`config.mk`:
```
export PLATFORM = sky130hd
export DESIGN_NAME = mux_n_1_rr_flat
export DESIGN_NICKNAME = d
export VERILOG_FILES = /design/src/rtl/mux_n_1_rr_pkg.sv /design/src/rtl/mux_n_1_rr_if.sv /design/src/rtl/mux_n_1_rr_arbiter.sv /design/src/rtl/mux_n_1_rr.sv /design/src/flat_wrapper.sv
export SDC_FILE = /design/constraint.sdc
export NUM_CORES = 1
export LEC_CHECK = 0
export ABC_CLOCK_PERIOD_IN_PS = 6000
export CAP_MARGIN = 20
export CELL_PAD_IN_SITES_DETAIL_PLACEMENT = 0
export CELL_PAD_IN_SITES_GLOBAL_PLACEMENT = 1
export CORE_MARGIN = 1
export CORE_UTILIZATION = 30
export DETAILED_ROUTE_END_ITERATION = 10
export PLACE_DENSITY = 0.95
export SLEW_MARGIN = 20
export SYNTH_ARGS = -nofsm -noshare
export SYNTH_HDL_FRONTEND = slang
export SYNTH_SLANG_ARGS = --single-unit
```
`constraint.sdc`:
```
create_clock -name clk -period 6 [get_ports clk]
set_clock_uncertainty 0.15 [all_clocks]
set_input_delay 0.9 -clock clk [delete_from_list [all_inputs] [get_ports clk]]
set_output_delay 0.9 -clock clk [all_outputs]
set_load 0.01 [all_outputs]
```
`src/rtl/mux_n_1_rr_pkg.sv`:
```
// Shared definitions for the N:1 round-robin output multiplexer.
// Mode encodings and the channel-tag width helper.
package mux_n_1_rr_pkg;

    localparam logic MODE_SEL = 1'b0;
    localparam logic MODE_RR  = 1'b1;

    function automatic int sw_of(input int n);
        return (n > 1) ? $clog2(n) : 1;
    endfunction

endpackage

```
`src/rtl/mux_n_1_rr_if.sv`:
```
// Producer/consumer handshake bundle around the N:1 multiplexer.
// The slave side is the multiplexer, the master side drives channels and y_ready.
interface mux_n_1_rr_if
    import mux_n_1_rr_pkg::*;
#(
    parameter int WIDTH = 8,
    parameter int N     = 4
);
    localparam int SW = sw_of(N);

    logic               mode;
    logic [SW-1:0]      s;
    logic [N*WIDTH-1:0] i_data;
    logic [N-1:0]       i_valid;
    logic [N-1:0]       i_ready;
    logic [WIDTH-1:0]   y;
    logic               y_valid;
    logic               y_ready;
    logic [SW-1:0]      y_ch;

    modport slave (
        input  mode, s, i_data, i_valid, y_ready,
        output i_ready, y, y_valid, y_ch
    );

    modport master (
        output mode, s, i_data, i_valid, y_ready,
        input  i_ready, y, y_valid, y_ch
    );

endinterface

```
`src/rtl/mux_n_1_rr_arbiter.sv`:
```
// Combinational rotate-priority arbiter: first requester at or after ptr wins.
// The pointer register is owned by the instantiating module.
module mux_n_1_rr_arbiter
    import mux_n_1_rr_pkg::*;
#(
    parameter  int N  = 4,
    localparam int SW = sw_of(N)
) (
    input  logic [N-1:0]  req,
    input  logic [SW-1:0] ptr,
    output logic [SW-1:0] gnt_idx,
    output logic          gnt_vld
);

    always_comb begin
        int j;
        gnt_idx = '0;
        gnt_vld = 1'b0;
        j = 0;
        for (int k = 0; k < N; k++) begin
            // ptr is always < N, so one subtraction is enough to wrap
            j = int'(ptr) + k;
            if (j >= N) j = j - N;
            for (int c = 0; c < N; c++) begin
                if (!gnt_vld && (c == j) && req[c]) begin
                    gnt_vld = 1'b1;
                    gnt_idx = SW'(c);
                end
            end
        end
    end

endmodule

```
`src/rtl/mux_n_1_rr.sv`:
```
// N:1 data multiplexer, manual or round-robin select, registered output
// with valid/ready on both sides and a source-channel tag per word.
module mux_n_1_rr
    import mux_n_1_rr_pkg::*;
#(
    parameter int WIDTH = 8,
    parameter int N     = 4
) (
    input  logic         clk,
    input  logic         rst,
    mux_n_1_rr_if.slave  bus
);

    localparam int SW = sw_of(N);

    logic [WIDTH-1:0] r_y;
    logic             r_y_valid;
    logic [SW-1:0]    r_y_ch;
    logic [SW-1:0]    r_ptr;

    logic             w_load_en;
    logic [SW-1:0]    w_rr_idx;
    logic             w_rr_vld;
    logic             w_sel_vld;
    logic [SW-1:0]    w_gnt_idx;
    logic             w_gnt_vld;
    logic [N-1:0]     w_ready;
    logic [WIDTH-1:0] w_data;
    logic             w_xfer;

    mux_n_1_rr_arbiter #(.N(N)) u_arb (
        .req     (bus.i_valid),
        .ptr     (r_ptr),
        .gnt_idx (w_rr_idx),
        .gnt_vld (w_rr_vld)
    );

    assign w_load_en = !r_y_valid || bus.y_ready;

    // s values at or above N match no channel and never grant
    always_comb begin
        w_sel_vld = 1'b0;
        for (int k = 0; k < N; k++) begin
            if (bus.s == SW'(k) && bus.i_valid[k]) w_sel_vld = 1'b1;
        end
    end

    always_comb begin
        w_gnt_idx = '0;
        w_gnt_vld = 1'b0;
        if (bus.mode == MODE_RR) begin
            w_gnt_idx = w_rr_idx;
            w_gnt_vld = w_rr_vld;
        end else begin
            w_gnt_idx = bus.s;
            w_gnt_vld = w_sel_vld;
        end
    end

    always_comb begin
        w_ready = '0;
        w_data  = '0;
        for (int k = 0; k < N; k++) begin
            if (w_gnt_idx == SW'(k)) begin
                w_data = bus.i_data[k*WIDTH +: WIDTH];
                if (!rst && w_load_en && w_gnt_vld) w_ready[k] = 1'b1;
            end
        end
    end

    assign w_xfer = |w_ready;

    always_ff @(posedge clk) begin
        if (rst) begin
            r_y       <= '0;
            r_y_valid <= 1'b0;
            r_y_ch    <= '0;
            r_ptr     <= '0;
        end else begin
            if (w_xfer) begin
                r_y       <= w_data;
                r_y_ch    <= w_gnt_idx;
                r_y_valid <= 1'b1;
            end else if (r_y_valid && bus.y_ready) begin
                r_y_valid <= 1'b0;
            end
            if (w_xfer && bus.mode == MODE_RR) begin
                r_ptr <= (w_gnt_idx == SW'(N-1)) ? '0 : w_gnt_idx + 1'b1;
            end
        end
    end

    assign bus.i_ready = w_ready;
    assign bus.y       = r_y;
    assign bus.y_valid = r_y_valid;
    assign bus.y_ch    = r_y_ch;

endmodule

```
`src/flat_wrapper.sv`:
```
// flat-port wrapper written by rule: the top's interface ports become plain ports
module mux_n_1_rr_flat import mux_n_1_rr_pkg::*;
#(
    parameter int WIDTH = 8,
    parameter int N     = 4
)
  (clk, rst, bus_mode, bus_s, bus_i_data, bus_i_valid, bus_y_ready, bus_i_ready, bus_y, bus_y_valid, bus_y_ch);
  mux_n_1_rr_if #(.WIDTH(WIDTH), .N(N)) bus_i ();
  input  logic clk;
  input  logic rst;
  input wire logic [$bits(bus_i.mode)-1:0] bus_mode;
  input wire logic [$bits(bus_i.s)-1:0] bus_s;
  input wire logic [$bits(bus_i.i_data)-1:0] bus_i_data;
  input wire logic [$bits(bus_i.i_valid)-1:0] bus_i_valid;
  input wire logic [$bits(bus_i.y_ready)-1:0] bus_y_ready;
  output wire logic [$bits(bus_i.i_ready)-1:0] bus_i_ready;
  output wire logic [$bits(bus_i.y)-1:0] bus_y;
  output wire logic [$bits(bus_i.y_valid)-1:0] bus_y_valid;
  output wire logic [$bits(bus_i.y_ch)-1:0] bus_y_ch;
  assign bus_i.mode = bus_mode;
  assign bus_i.s = bus_s;
  assign bus_i.i_data = bus_i_data;
  assign bus_i.i_valid = bus_i_valid;
  assign bus_i.y_ready = bus_y_ready;
  assign bus_i_ready = bus_i.i_ready;
  assign bus_y = bus_i.y;
  assign bus_y_valid = bus_i.y_valid;
  assign bus_y_ch = bus_i.y_ch;
  mux_n_1_rr #(.WIDTH(WIDTH), .N(N)) u_core (.clk(clk), .rst(rst), .bus(bus_i));
endmodule
```
==> results of run 1 <==
==> kinds of logic (layout without fill, tap and decap cells) <==
| family | count (synthesis) | count (layout) |
|---|---|---|
| AO/OA/AOI/OAI | 49 | 49 |
| AND/OR/NAND/NOR | 40 | 40 |
| buffers and inverters | 25 | 72 |
| flip-flops | 13 | 13 |
| adder cells (fa/ha/maj) | 4 | 4 |
| multiplexers | 3 | 3 |
==> metal layers <==
metal  routed length (µm)  vias to the layer above  track usage, %
li1                     -                      598               -
met1                 1400                      588            18.9
met2                 1620                       56            31.1
met3                  215                        9            3.99
met4                   74                        0            7.67
met5                    0                        -               0
==> flip-flops by register name (all words and copies together) (netlist names) <==
register            cells
u_core.bus.y            8
u_core.bus.y_ch         2
u_core.bus.y_valid      1
u_core.r_ptr            2
==> stage by stage <==
stage	std cells	utilization, %	hold WS, ns
global placement	223	48.1	0.429
global route	227	49.4	0.477
finish	227	49.4	0.442
detailed placement	223	48.1	0.434
floorplan	134	-	0.406
CTS	227	49.4	0.443
==> layout by cell type (no fill, tap or decap), types with 2 or more instances in the layout <==
master,instances
sky130_fd_sc_hd__nand2b_1,3
sky130_fd_sc_hd__ha_1,4
sky130_fd_sc_hd__inv_1,12
sky130_fd_sc_hd__and2_1,6
sky130_fd_sc_hd__a21oi_1,3
sky130_fd_sc_hd__dfxtp_1,13
sky130_fd_sc_hd__a221oi_1,8
sky130_fd_sc_hd__o21ai_0,3
sky130_fd_sc_hd__mux2i_1,2
sky130_fd_sc_hd__clkdlybuf4s50_1,56
sky130_fd_sc_hd__nand2_1,10
sky130_fd_sc_hd__nor2_1,7
sky130_fd_sc_hd__clkbuf_8,3
sky130_fd_sc_hd__a31oi_1,11
sky130_fd_sc_hd__a211o_1,8
sky130_fd_sc_hd__a311oi_2,8
sky130_fd_sc_hd__and3_1,2
sky130_fd_sc_hd__nor2b_1,4
==> worst max-delay path by stage <==
stage	from	slack [ns]	depth (start not counted)	to
2_1_floorplan	bus_i_valid[2]	2.63	8	bus_i_ready[3]
3_3_place_gp	bus_mode	1.53	7	bus_i_ready[3]
3_5_place_dp	bus_i_valid[2]	1.46	8	bus_i_ready[3]
4_1_cts	bus_i_valid[2]	1.43	8	bus_i_ready[3]
5_1_grt	bus_i_valid[2]	1.22	8	bus_i_ready[3]
6_report	bus_i_valid[2]	1.44	8	bus_i_ready[3]
==> where the power goes <==
| part | leakage, µW | internal [µW] | switching, µW |
|---|---|---|---|
| sequential | 0.000107 | 97.1 | 6.97 |
| clock | 0.0000228 | 46.9 | 32.5 |
| combinational | 0.000499 | 82.4 | 70.4 |
| total | 0.000628 | 226 | 110 |
==> critical path: stages <==
cell and delay, ns:
sky130_fd_sc_hd__clkdlybuf4s50_1 0.51, sky130_fd_sc_hd__mux2i_1 0.22, sky130_fd_sc_hd__o21ai_0 0.10, sky130_fd_sc_hd__o32a_1 0.37, sky130_fd_sc_hd__inv_1 0.10, sky130_fd_sc_hd__ha_1 0.54, sky130_fd_sc_hd__and2_1 0.22, sky130_fd_sc_hd__clkdlybuf4s50_1 0.54
==> cell type report <==
class	instances	area, µm²
Clock buffer	4	45.0
Sequential cell	13	260
Fill cell	347	1760
Timing Repair Buffer	56	561
Inverter	12	45.0
Multi-Input combinational cell	96	744
Tap cell	46	57.6
==> results.tsv, run 1 <==
metric	value	unit
run status	finished clean	
logic depth of the worst register-to-register path	9	
wirelength, routed	3.31	mm
clock latency on the worst-skew pair	0.24	ns
number of ports placed on the die boundary	57	
Clock Sinks	13	
total power consumption of the routed design	336	µW
core area	3470	µm²
Slew Limit Fails	0	
leakage	0.000628	µW
warnings from Yosys	0	
Synthesized Nets	180	
max-cap violations	0	
Max-slew headroom	39.3	%
area of placed instances	1670	µm²
Crit. End Element	output pin	
share of final-layout standard cells stronger than drive strength 1	10.5	%
Synth Flop Type	sky130_fd_sc_hd__dfxtp_1	
IR drop worst, VDD	0.0933	mV
EDFF count, synth	0	
area share of the largest cell type after synthesis	22.9	%
post-synthesis compound-gate area fraction	38.7	%
hold-fix buffers at CTS	0	
setup ws final	1.44	ns
WP data required	4.95	ns
post-layout instance area	1710	µm²
post-place setup slack	1.46	ns
synthesized instance count	134	
XOR/XNOR share of the synthesized area	0	%
proportion of synthesized area in mux cells	2.76	%
remaining routing DRC violations	0	
main combinational cell family by area after synthesis	compound AO/OA/AOI/OAI gates	
simple logic cell fraction of the synthesized area	19.7	%
final worst-path cycle share	76.0	%
worst reg2reg path startpoint	u_core.r_ptr[1]	
global-route congestion overflow total	0	
nets	228	
Die Y-Extent	63.5	µm
post-layout min period	4.56	ns
growth of design area from synthesis to finish	50.9	%
number of antenna violations at the first check in global routing	0	
clock tree from TritonCTS	done	
total inserted antenna cells	0	
actual transition at the worst max-transition pin	0.906	ns
Netlist cell types	37	
Routed WL per cell	14.6	µm
leading area contributor after synthesis	sky130_fd_sc_hd__dfxtp_1	
most common cell in the netlist	sky130_fd_sc_hd__dfxtp_1	
R2R setup slack	2.47	ns
area of the mapped netlist	1130	µm²
die area	4030	µm²
initial standard-cell utilization of the core	32.7	%
Hold Crit Start	u_core.bus.y[7]	
area share of fa/ha/maj cells after synthesis	4.41	%
Placement Rows	21	
post-synthesis sequential area ratio	22.9	%
crit path max fanout	18	
via/cell ratio	5.51	
Detailed Place HPWL	2.53	mm
number of buffer cells added on primary ports	56	
Worst Hold Path Cells	2	
clk buf depth	2	
post-synthesis register bit count	13	
global router's overall resource usage	17.2	%
Power Density	196	nW/µm²
leading cell types by total area after synthesis	sky130_fd_sc_hd__dfxtp_1 23%, sky130_fd_sc_hd__a311oi_2 11%, sky130_fd_sc_hd__a211o_1 6.2%, sky130_fd_sc_hd__a221oi_1 6.2%, sky130_fd_sc_hd__a31oi_1 6.1%	
ranking of synthesized cells by instance count	13 x sky130_fd_sc_hd__dfxtp_1, 12 x sky130_fd_sc_hd__inv_1, 11 x sky130_fd_sc_hd__a31oi_1, 10 x sky130_fd_sc_hd__nand2_1	
number of setup buffers added after CTS	0	
total via count in the routed design	1251	
total clock buffers created by CTS	3	
deepest level of the CTS H-tree	1	
Routability Congestion	0.749	
clock-pin slew on the worst setup and hold paths	0.06	ns
Clock Tree Root	sky130_fd_sc_hd__clkbuf_8	
number of global-route vias before repair	1266	
Crit Path Class	input pin to output pin	
post-CTS sizing	0	
DRT antenna net count	0	
top achievable clock speed	219	MHz
setup repair after global routing missed its margin	false	
Sum Neg Setup Slack	0	ns
largest net degree at the start of global routing	19	
syn avg cell area	8.47	µm²
number of detailed-route iterations in the first pass	4	
Critical Path Source Type	input pin	
die width	63.5	µm
Post-synth ARST share	0	%
wire length of the first global-routing pass	5.49	mm
Fin. Hold Viols	0	
critical register-to-register path endpoint	u_core.bus.y[3]	
end point of the worst hold path	u_core.bus.y[7]	
Final setup violation count	0	
starting DRC count in detailed routing	28	
arrival time worst endpoint	3.51	ns
path class of the lowest-slack min-delay path	flop to flop	
Note: power is estimated with default switching activity, not from simulation.
==> run 2, diff against run 1 <==
--- a/config.mk
+++ b/config.mk
@@ -5,14 +5,14 @@
 export SDC_FILE = /design/constraint.sdc
 export NUM_CORES = 1
 export LEC_CHECK = 0
-export ABC_CLOCK_PERIOD_IN_PS = 6000
+export ABC_CLOCK_PERIOD_IN_PS = 4600
 export CAP_MARGIN = 20
 export CELL_PAD_IN_SITES_DETAIL_PLACEMENT = 0
 export CELL_PAD_IN_SITES_GLOBAL_PLACEMENT = 1
 export CORE_MARGIN = 1
-export CORE_UTILIZATION = 30
+export CORE_UTILIZATION = 28
 export DETAILED_ROUTE_END_ITERATION = 10
-export PLACE_DENSITY = 0.95
+export PLACE_DENSITY = 0.91
 export SLEW_MARGIN = 20
 export SYNTH_ARGS = -nofsm -noshare
 export SYNTH_HDL_FRONTEND = slang
==> constraint.sdc (replaced) <==
create_clock -name clk -period 4.6 [get_ports clk]
set_clock_uncertainty 0.15 [all_clocks]
set_input_delay 0.69 -clock clk [delete_from_list [all_inputs] [get_ports clk]]
set_output_delay 0.69 -clock clk [all_outputs]
set_load 0.01 [all_outputs]
==> results.tsv, run 2 (synthesized netlist as in run 1, its figures left out) <==
metric	value	unit
run status	finished clean	
total clock buffers created by CTS	3	
Routability Congestion	0.737	
number of setup buffers added after CTS	0	
total via count in the routed design	1229	
arrival time worst endpoint	3.06	ns
die width	65.7	µm
hold-fix buffers at CTS	0	
nets	234	
Critical Path Source Type	input pin	
growth of design area from synthesis to finish	55.1	%
number of ports placed on the die boundary	57	
clock-pin slew on the worst setup and hold paths	0.06	ns
Clock Sinks	13	
clk buf depth	2	
Slew Limit Fails	0	
flip-flop count of the largest register after layout	8	
number of detailed-route iterations in the first pass	4	
IR drop worst, VDD	0.180	mV
CP dominant cell by count	sky130_fd_sc_hd__clkdlybuf4s50_1	
crit path max fanout	11	
via/cell ratio	5.23	
starting DRC count in detailed routing	53	
sequential standard cell area	260	µm²
share of final-layout standard cells stronger than drive strength 1	13.4	%
actual transition at the worst max-transition pin	0.531	ns
cell family with most CP delay	buffers and inverters	
number of buffer cells added on primary ports	56	
remaining routing DRC violations	0	
sum of buffers and inverters on the critical path	3	
number of inserted filler cells in the final layout	360	
DRT antenna net count	0	
post-layout min period	3.90	ns
clock tree from TritonCTS	done	
critical path cell sequence	clkdlybuf4s50_1 > mux2i_1 > o21ai_0 > o32a_1 > inv_1 > ha_1 > and2_1 > clkdlybuf4s50_1	
Routed WL per cell	13.7	µm
global-route congestion overflow total	0	
wirelength, routed	3.22	mm
Die Y-Extent	65.7	µm
post-CTS sizing	0	
number of global-route vias before repair	1115	
leakage	0.000657	µW
Final setup violation count	0	
most frequent cells in the layout	56 x sky130_fd_sc_hd__clkdlybuf4s50_1, 13 x sky130_fd_sc_hd__dfxtp_1, 12 x sky130_fd_sc_hd__inv_1, 11 x sky130_fd_sc_hd__a31oi_1, 10 x sky130_fd_sc_hd__nand2_1	
initial standard-cell utilization of the core	30.1	%
deepest level of the CTS H-tree	1	
post-layout instance area	1760	µm²
area of placed instances	1720	µm²
core area	3770	µm²
Crit. End Element	output pin	
wire length of the first global-routing pass	5.06	mm
global router's overall resource usage	15.2	%
Max-slew headroom	64.4	%
WP data required	3.76	ns
Placement Rows	22	
Power Density	253	nW/µm²
Clock Tree Root	sky130_fd_sc_hd__clkbuf_8	
most common library cell in the layout ignoring fill and taps	sky130_fd_sc_hd__clkdlybuf4s50_1	
critical path's slowest cell	sky130_fd_sc_hd__clkdlybuf4s50_1	
Fin. Hold Viols	0	
largest stage delay on the critical path	0.53	ns
Detailed Place HPWL	2.39	mm
clock latency on the worst-skew pair	0.24	ns
footprint of the multi-input gates	744	µm²
max-cap violations	0	
top achievable clock speed	257	MHz
number of antenna violations at the first check in global routing	0	
path class of the lowest-slack min-delay path	flop to flop	
Sum Neg Setup Slack	0	ns
largest net degree at the start of global routing	18	
setup repair after global routing missed its margin	false	
die area	4310	µm²
Crit Path Class	input pin to output pin	
total inserted antenna cells	0	
final worst-path cycle share	84.7	%
==> run 2: worst paths after layout <==
path	slack, ns	endpoint	cells past startpoint	start
max	0.70	bus_i_ready[1]	8	bus_i_valid[2]
min reg2reg	0.43	u_core.bus.y[0]	2	u_core.bus.y[0]
min	0.43	u_core.bus.y[0]	2	u_core.bus.y[0]
max reg2reg	1.57	u_core.bus.y[6]	10	u_core.r_ptr[1]
==> run 2: through the flow <==
step | worst slack, ns | total power (µW) | cells | utilization (%) | hold WS, ns
floorplan | 1.65 | 258 | 134 | - | 0.406
global placement | 0.724 | 341 | 231 | 45.5 | 0.418
detailed placement | 0.719 | 342 | 231 | 45.5 | 0.429
CTS | 0.699 | 449 | 235 | 46.7 | 0.437
finish | 0.702 | 446 | 235 | 46.7 | 0.435
global route | 0.567 | 470 | 235 | 46.7 | 0.456
==> run 2: tightest hold or removal path, stage by stage, from the launching register on <==
cell and delay [ns]:
sky130_fd_sc_hd__dfxtp_1 0.31, sky130_fd_sc_hd__a31oi_1 0.17, sky130_fd_sc_hd__a311oi_2 0.06
==> run 2: area by class of cell <==
type,count,area share [%]
clock buffers,4,2.56
inverters,12,2.56
multi-input cells,96,42.3
flip-flops and latches,13,14.8
well taps,48,3.41
repair buffers,62,34.4
==> run 2: report_power, final <==
group | internal, µW | switching, µW | leakage (µW) | total, µW
combinational | 112 | 91.4 | 0.000527 | 204
clock | 61.3 | 44.9 | 0.0000228 | 106
sequential | 127 | 9.35 | 0.000107 | 136
total | 300 | 146 | 0.000657 | 446
==> run 2: routing by layer <==
layer	GRT usage, %	part of all wire (%)	up-vias
met2	24.5	47	52
li1	-	-	615
met1	20.1	45	560
met5	0	0	-
met3	4.51	8.4	2
met4	2.45	0.40	0
